**src/rtl/paddle_bbox_tracker_pkg.sv**
```systemverilog
// paddle_bbox_tracker_pkg: shared geometry defaults, FSM state enum and bbox report struct
package paddle_bbox_tracker_pkg;
  localparam int DEF_LINE_WIDTH = 640;
  localparam int DEF_FRAME_HEIGHT = 480;
  localparam int DEF_O_PIXEL_DEPTH = 12;
  localparam int DEF_HIT_THRESHOLD = 'hfff;
  localparam int DEF_MIN_ROW_HITS = 4;
  localparam int DEF_X_W = $clog2(DEF_LINE_WIDTH);
  localparam int DEF_Y_W = $clog2(DEF_FRAME_HEIGHT);
  typedef enum logic {WAIT_SOF, SCAN} state_t;
  typedef struct packed {
    logic found;
    logic [DEF_X_W-1:0] x_min;
    logic [DEF_X_W-1:0] x_max;
    logic [DEF_Y_W-1:0] y_min;
    logic [DEF_Y_W-1:0] y_max;
  } bbox_t;
endpackage

```
**src/rtl/paddle_bbox_tracker_if.sv**
```systemverilog
// paddle_bbox_tracker_if: edge pixel stream in (valid_i/sof_i/pixel_i) and bbox report out (bbox_valid_o/found_o/x_*/y_*)
interface paddle_bbox_tracker_if #(parameter int O_PIXEL_DEPTH = 12, parameter int X_W = 10, parameter int Y_W = 9);
  logic valid_i;
  logic sof_i;
  logic [O_PIXEL_DEPTH-1:0] pixel_i;
  logic bbox_valid_o;
  logic found_o;
  logic [X_W-1:0] x_min_o;
  logic [X_W-1:0] x_max_o;
  logic [Y_W-1:0] y_min_o;
  logic [Y_W-1:0] y_max_o;
  modport master(output valid_i, sof_i, pixel_i, input bbox_valid_o, found_o, x_min_o, x_max_o, y_min_o, y_max_o);
  modport slave(input valid_i, sof_i, pixel_i, output bbox_valid_o, found_o, x_min_o, x_max_o, y_min_o, y_max_o);
endinterface

```
**src/rtl/paddle_bbox_tracker_row_span.sv**
```systemverilog
// row_span_tracker: per-row hit span; min_x/max_x/hits include the current pixel (restart drops prior state, clr empties after it)
module row_span_tracker #(
  parameter int X_W = 10,
  parameter int MIN_ROW_HITS = 4,
  localparam int H_W = $clog2(MIN_ROW_HITS + 1)
) (
  input  logic clk,
  input  logic reset,
  input  logic en,
  input  logic restart,
  input  logic clr,
  input  logic hit,
  input  logic [X_W-1:0] x,
  output logic [X_W-1:0] min_x,
  output logic [X_W-1:0] max_x,
  output logic [H_W-1:0] hits
);
  logic [X_W-1:0] min_q, max_q, b_min, b_max;
  logic [H_W-1:0] hits_q, b_hits;
  assign b_min = restart ? '1 : min_q;
  assign b_max = restart ? '0 : max_q;
  assign b_hits = restart ? '0 : hits_q;
  assign min_x = hit && x < b_min ? x : b_min;
  assign max_x = hit && x > b_max ? x : b_max;
  assign hits = hit && b_hits != H_W'(MIN_ROW_HITS) ? b_hits + 1'b1 : b_hits;
  always_ff @(posedge clk) begin
    if (reset || (en && clr)) begin
      min_q <= '1;
      max_q <= '0;
      hits_q <= '0;
    end else if (en) begin
      min_q <= min_x;
      max_q <= max_x;
      hits_q <= hits;
    end
  end
endmodule

```
**src/rtl/paddle_bbox_tracker.sv**
```systemverilog
// paddle_bbox_tracker: raster edge stream -> per-frame paddle bbox report (clk, reset, bus: slave stream in / report out)
module paddle_bbox_tracker
  import paddle_bbox_tracker_pkg::*;
#(
  parameter int LINE_WIDTH = DEF_LINE_WIDTH,
  parameter int FRAME_HEIGHT = DEF_FRAME_HEIGHT,
  parameter int O_PIXEL_DEPTH = DEF_O_PIXEL_DEPTH,
  parameter int HIT_THRESHOLD = DEF_HIT_THRESHOLD,
  parameter int MIN_ROW_HITS = DEF_MIN_ROW_HITS,
  localparam int X_W = $clog2(LINE_WIDTH),
  localparam int Y_W = $clog2(FRAME_HEIGHT),
  localparam int H_W = $clog2(MIN_ROW_HITS + 1)
) (
  input logic clk,
  input logic reset,
  paddle_bbox_tracker_if.slave bus
);
  typedef struct packed {
    logic found;
    logic [X_W-1:0] x_min;
    logic [X_W-1:0] x_max;
    logic [Y_W-1:0] y_min;
    logic [Y_W-1:0] y_max;
  } box_t;
  localparam box_t EMPTY = '{found: 1'b0, x_min: '1, x_max: '0, y_min: '0, y_max: '0};
  state_t state, state_nx;
  logic proc, restart, hit, row_end, frame_end, commit, pulse_q;
  logic [X_W-1:0] x_q, px, row_min, row_max;
  logic [Y_W-1:0] y_q, py;
  logic [H_W-1:0] row_hits;
  box_t acc_q, acc_base, acc_nx, out_q;
  always_ff @(posedge clk) state <= reset ? WAIT_SOF : state_nx;
  // Any accepted sof_i re-anchors the frame at (0,0); at the expected origin this is a no-op.
  always_comb begin
    restart = bus.valid_i && bus.sof_i;
    proc = bus.valid_i && (state == SCAN || bus.sof_i);
    state_nx = restart ? SCAN : state;
  end
  assign px = restart ? '0 : x_q;
  assign py = restart ? '0 : y_q;
  assign hit = bus.pixel_i >= O_PIXEL_DEPTH'(HIT_THRESHOLD);
  assign row_end = px == X_W'(LINE_WIDTH - 1);
  assign frame_end = row_end && py == Y_W'(FRAME_HEIGHT - 1);
  assign commit = row_end && row_hits >= H_W'(MIN_ROW_HITS);
  assign acc_base = restart ? EMPTY : acc_q;
  row_span_tracker #(.X_W(X_W), .MIN_ROW_HITS(MIN_ROW_HITS)) u_row (
    .clk(clk), .reset(reset), .en(proc), .restart(restart), .clr(row_end), .hit(hit), .x(px),
    .min_x(row_min), .max_x(row_max), .hits(row_hits)
  );
  always_comb begin
    acc_nx.found = acc_base.found || commit;
    acc_nx.x_min = commit && row_min < acc_base.x_min ? row_min : acc_base.x_min;
    acc_nx.x_max = commit && row_max > acc_base.x_max ? row_max : acc_base.x_max;
    acc_nx.y_min = commit && !acc_base.found ? py : acc_base.y_min;
    acc_nx.y_max = commit ? py : acc_base.y_max;
  end
  always_ff @(posedge clk) begin
    if (reset) begin
      x_q <= '0;
      y_q <= '0;
      acc_q <= EMPTY;
      out_q <= '0;
      pulse_q <= 1'b0;
    end else begin
      pulse_q <= proc && frame_end;
      if (proc) begin
        x_q <= row_end ? '0 : px + 1'b1;
        y_q <= frame_end ? '0 : py + Y_W'(row_end);
        acc_q <= frame_end ? EMPTY : acc_nx;
        if (frame_end) out_q <= acc_nx.found ? acc_nx : '0;
      end
    end
  end
  assign bus.bbox_valid_o = pulse_q;
  assign bus.found_o = out_q.found;
  assign bus.x_min_o = out_q.x_min;
  assign bus.x_max_o = out_q.x_max;
  assign bus.y_min_o = out_q.y_min;
  assign bus.y_max_o = out_q.y_max;
endmodule
```
**src/flat_wrapper.sv**
```systemverilog
// flat-port wrapper written by rule: the top's interface ports become plain ports
module paddle_bbox_tracker_flat import paddle_bbox_tracker_pkg::*;
#(
  parameter int LINE_WIDTH = DEF_LINE_WIDTH,
  parameter int FRAME_HEIGHT = DEF_FRAME_HEIGHT,
  parameter int O_PIXEL_DEPTH = DEF_O_PIXEL_DEPTH,
  parameter int HIT_THRESHOLD = DEF_HIT_THRESHOLD,
  parameter int MIN_ROW_HITS = DEF_MIN_ROW_HITS,
  localparam int X_W = $clog2(LINE_WIDTH),
  localparam int Y_W = $clog2(FRAME_HEIGHT),
  localparam int H_W = $clog2(MIN_ROW_HITS + 1)
)
  (clk, reset, bus_valid_i, bus_sof_i, bus_pixel_i, bus_bbox_valid_o, bus_found_o, bus_x_min_o, bus_x_max_o, bus_y_min_o, bus_y_max_o);
  paddle_bbox_tracker_if #(.O_PIXEL_DEPTH(O_PIXEL_DEPTH)) bus_i ();
  input logic clk;
  input logic reset;
  input wire logic [$bits(bus_i.valid_i)-1:0] bus_valid_i;
  input wire logic [$bits(bus_i.sof_i)-1:0] bus_sof_i;
  input wire logic [$bits(bus_i.pixel_i)-1:0] bus_pixel_i;
  output wire logic [$bits(bus_i.bbox_valid_o)-1:0] bus_bbox_valid_o;
  output wire logic [$bits(bus_i.found_o)-1:0] bus_found_o;
  output wire logic [$bits(bus_i.x_min_o)-1:0] bus_x_min_o;
  output wire logic [$bits(bus_i.x_max_o)-1:0] bus_x_max_o;
  output wire logic [$bits(bus_i.y_min_o)-1:0] bus_y_min_o;
  output wire logic [$bits(bus_i.y_max_o)-1:0] bus_y_max_o;
  assign bus_i.valid_i = bus_valid_i;
  assign bus_i.sof_i = bus_sof_i;
  assign bus_i.pixel_i = bus_pixel_i;
  assign bus_bbox_valid_o = bus_i.bbox_valid_o;
  assign bus_found_o = bus_i.found_o;
  assign bus_x_min_o = bus_i.x_min_o;
  assign bus_x_max_o = bus_i.x_max_o;
  assign bus_y_min_o = bus_i.y_min_o;
  assign bus_y_max_o = bus_i.y_max_o;
  paddle_bbox_tracker #(.LINE_WIDTH(LINE_WIDTH), .FRAME_HEIGHT(FRAME_HEIGHT), .O_PIXEL_DEPTH(O_PIXEL_DEPTH), .HIT_THRESHOLD(HIT_THRESHOLD), .MIN_ROW_HITS(MIN_ROW_HITS)) u_core (.clk(clk), .reset(reset), .bus(bus_i));
endmodule
```
**config.mk**
```make
export PLATFORM = sky130hd
export DESIGN_NAME = paddle_bbox_tracker_flat
export DESIGN_NICKNAME = d
export VERILOG_FILES = /design/src/rtl/paddle_bbox_tracker_pkg.sv /design/src/rtl/paddle_bbox_tracker_if.sv /design/src/rtl/paddle_bbox_tracker_row_span.sv /design/src/rtl/paddle_bbox_tracker.sv /design/src/flat_wrapper.sv
export SDC_FILE = /design/constraint.sdc
export NUM_CORES = 1
export LEC_CHECK = 0
export ABC_AREA = 1
export CAP_MARGIN = 0
export CORE_UTILIZATION = 59
export CTS_BUF_LIST = sky130_fd_sc_hd__clkbuf_16
export DETAILED_ROUTE_END_ITERATION = 10
export GPL_TIMING_DRIVEN = 0
export HOLD_SLACK_MARGIN = 0.1
export PLACE_DENSITY = 0.81
export SKIP_LAST_GASP = 1
export SLEW_MARGIN = 20
export SYNTH_ARGS = -nofsm -noshare
export SYNTH_HDL_FRONTEND = slang
export SYNTH_SLANG_ARGS = --single-unit
```
**constraint.sdc**
```tcl
create_clock -name clk -period 6.02 [get_ports clk]
set_input_delay 1.505 -clock clk [delete_from_list [all_inputs] [get_ports clk]]
set_output_delay 1.505 -clock clk [all_outputs]
set_load 0.02 [all_outputs]
```
==> parameters.txt <==
Parameter                              Value

Clock network
  CTS buffer count ... 17
  Clock-pin slew on the worst setup and hold paths ... 0.06 ns
  Clock latency reported for the late side of the worst-skew pair ... 0.43 ns
  Clock tree from TritonCTS ... yes
  Clk Tree Root Cell ... sky130_fd_sc_hd__clkbuf_16
  CTS max path bufs ... 2
  Number of H-tree levels ... 4
  Num Clock Sinks ... 122
  Setup repair bufs after CTS ... 0
  Number of buffers inserted for hold repair after clock tree synthesis ... 0

Setup path
  Worst setup SP type ... input pin
  Critical-path cell with the highest stage delay ... sky130_fd_sc_hd__clkdlybuf4s50_1
  Largest stage delay on the critical path ... 0.53 ns
  CP endpoint kind ... flop
  Required time of the worst setup path ... 6.30 ns
  CP arrival ... 5.98 ns
  Kind of critical path ... input pin to flop
  Cell with the most instances on the worst path ... sky130_fd_sc_hd__nand2_1
  Highest net fanout along the worst path ... 10

Floorplanning
  I/O pin total ... 56
  Die width ... 109.9 um
  Starting utilization of the core area ... 0.6038
  Area of the die ... 12,070 um^2
  Total core area ... 11,370 um^2
  Placement Rows ... 39
  Die Height ... 109.9 um

STA
  Number of slew-limit violations in the final report ... 0
  Minimum setup slack in the final design ... 0.3187 ns
  Largest clock skew in the final design ... 0.009043 ns
  Final setup violation count ... 0
  Worst-case headroom to the max-slew limit ... 0.4711
  Hold violation count in the final report ... 0
  Fmax ... 0.1754 GHz
  Final critical-path required period ... 5.701 ns
  Transition at the pin with the smallest max-transition slack ... 0.7934 ns
  Part of the cycle the worst path needs ... 0.9471
  RSZ-0062 raised after global routing ... no

Global route
  Maximum number of pins on one net before global-route repair ... 17
  Global-route wire length before repair ... 31,440 um
  Residual overflow from global routing ... 0
  Initial antenna violation count ... 0
  Via count of the first global-routing pass ... 6,304
  GRT Total Usage ... 0.3460

Cells and area
  Fillcell total ... 960
  Diode count ... 0
  Ratio of cells with drive above 1 in the final layout ... 0.07685
  Most frequent standard cell in the layout excluding fill and tap cells ... sky130_fd_sc_hd__nand2_1
  Leading cell types in the layout, fill and taps excluded ... sky130_fd_sc_hd__nand2_1 (278), sky130_fd_sc_hd__dfxtp_1 (122), sky130_fd_sc_hd__a21oi_1 (121), sky130_fd_sc_hd__nand3_1 (108), sky130_fd_sc_hd__inv_1 (88)
  Number of nets in the layout ... 1,149
  Post-layout util ... 0.7250
  Synth-to-layout area growth ... 20.07%

Drt
  Drt first-iter violations ... 724
  Drt pass-1 iters ... 6
  WL per Instance ... 15.92 um
  Residual DRC ... 0
  Total vias in the final route ... 7,106
  Antenna viol nets, final ... 0
  Post-detailed-routing wire length ... 19,880 um
  Average vias per placed instance ... 5.689

Synthesis
  Area share of the largest cell type after synthesis ... 0.3557
  Mean instance size in the synthesized netlist ... 6.724 um^2
  Cell types occupying the most area after synthesis ... sky130_fd_sc_hd__dfxtp_1 (36%), sky130_fd_sc_hd__nand2_1 (15%), sky130_fd_sc_hd__a21oi_1 (8.8%)
  Distinct cell type count after synthesis ... 42
  Post-synthesis net count ... 1,076
  Number of warning messages in the yosys log ... 0
  Number of flops mapped to enable cells by yosys ... 0
  Count of state elements after synthesis ... 122
  Gate count after technology mapping ... 1,021
  Seq/Total Area, Yosys ... 0.3557
  Async set-or-reset flop fraction in the synthesized netlist ... 0
  Dominant synthesized flop cell ... sky130_fd_sc_hd__dfxtp_1
  Cell taking the most area after synthesis ... sky130_fd_sc_hd__dfxtp_1
  Post-Synthesis Cell Area ... 6865 um^2

Place
  Placed wire-length estimate ... 13,900 um
  Placement Setup Slack ... -0.9071 ns
  Number of buffers added on ports ... 54
  RD Place Congestion ... 0.9478

Power and ir drop
  Peak supply drop ... 0.2842 mV
  PwrDens ... 264.3 nW/um^2
  Post-layout power ... 2.179 mW
  Reported leakage power ... 3.307 nW

Hold path
  Worst hold path class ... flop to flop

Run
  # Max-Cap Violations ... 0

Outcome
  Result of the run ... completed
-- worst max-delay path: cells and delay by family --
family / cells / cell delay, ns
buffers and inverters: 9 / 1.78
adder cells (fa/ha/maj): 2 / 0.57
AND/OR/NAND/NOR: 15 / 1.62
AO/OA/AOI/OAI: 4 / 0.50
-- logic make-up after synthesis --
logic type | count (synthesis) | share of synthesized area
fa+ha+maj | 39 | 0.07108
compound gates | 204 | 0.1580
buf+inv | 153 | 0.09331
flops | 122 | 0.3557
simple gates | 498 | 0.3144
xor+xnor | 5 | 0.007474
-- path summary, 6_finish.rpt --
check / startpoint / endpoint / slack (ns) / cells past startpoint
worst min-delay path: u_core.bus.y_max_o[4] / u_core.bus.y_max_o[4] / 0.46 / 2
worst max register to register: u_core.x_q[7] / u_core.bus.x_min_o[6] / 1.86 / 19
worst max-delay path: bus_valid_i / u_core.bus.x_min_o[6] / 0.32 / 30
worst min register to register: u_core.bus.y_max_o[4] / u_core.bus.y_max_o[4] / 0.46 / 2
-- synth_stat cells, types with 2 or more instances --
cell,count
sky130_fd_sc_hd__nor3_4,2
sky130_fd_sc_hd__nor2_2,3
sky130_fd_sc_hd__or2_2,2
sky130_fd_sc_hd__nand2_1,278
sky130_fd_sc_hd__buf_4,3
sky130_fd_sc_hd__a21oi_1,121
sky130_fd_sc_hd__buf_1,7
sky130_fd_sc_hd__xor2_1,3
sky130_fd_sc_hd__ha_1,39
sky130_fd_sc_hd__a211oi_1,13
sky130_fd_sc_hd__nand3_1,108
sky130_fd_sc_hd__o21ai_1,20
sky130_fd_sc_hd__o21a_1,3
sky130_fd_sc_hd__nor2_1,71
sky130_fd_sc_hd__inv_1,89
sky130_fd_sc_hd__nand4_1,6
sky130_fd_sc_hd__buf_6,5
sky130_fd_sc_hd__inv_2,7
sky130_fd_sc_hd__dfxtp_1,122
sky130_fd_sc_hd__nor3_2,2
sky130_fd_sc_hd__o21bai_1,3
sky130_fd_sc_hd__nand3b_1,2
sky130_fd_sc_hd__o21ai_0,40
sky130_fd_sc_hd__nand2_4,2
sky130_fd_sc_hd__nor3_1,10
sky130_fd_sc_hd__clkbuf_1,28
sky130_fd_sc_hd__nand2_2,7
sky130_fd_sc_hd__buf_2,11
-- area by class of cell --
cell class                 instances  area, um^2  area share
multi-input combinational        746        3790      0.4598
sequential                       122        2442      0.2963
timing repair buffer              54       540.5     0.06557
clock buffer                      17       425.4     0.05161
inverter                          99       375.4     0.04554
buffer                            54       286.5     0.03476
clock inverter                    14       203.9     0.02474
tap                              143       178.9     0.02171
-- what timing repair did --
action | CTS | global route
gates resized for setup | 5 | 13
gates cloned | 0 | 0
endpoints found under the setup margin | 20 | 40
-- sequential cells by signal (all words and copies together) (netlist names), 10 cells and up --
signal              flops
u_core.acc_q           39
u_core.u_row.max_q     10
u_core.u_row.min_q     10
u_core.bus.x_min_o     10
u_core.bus.x_max_o     10
u_core.x_q             10
-- layer usage --
layer  GRT usage  part of all wire
met3     0.07706             0.094
met2      0.5263              0.44
met4      0.1495             0.026
met5           0                 0
met1      0.4687              0.44
-- per-stage QoR --
stage          setup TNS [ns]  instance area, um^2  instances  hold slack [ns]
2_1_floorplan               0                 6865       1021           0.4389
3_3_place_gp           -22.91                 7585       1218           0.4500
3_5_place_dp           -21.14                 7585       1218           0.4541
4_1_cts                     0                 8222       1249           0.4626
5_1_grt                     0                 8243       1249           0.4791
6_report                    0                 8243       1249           0.4607
-- power by group --
part | leakage (nW) | internal [mW] | total [mW] | switching [mW]
Sequential | 0.990 | 0.827 | 0.836 | 0.00899
Clock | 0.301 | 0.726 | 1.11 | 0.387
Combinational | 2.02 | 0.0763 | 0.230 | 0.154
Power figures use the tool's default switching activity.
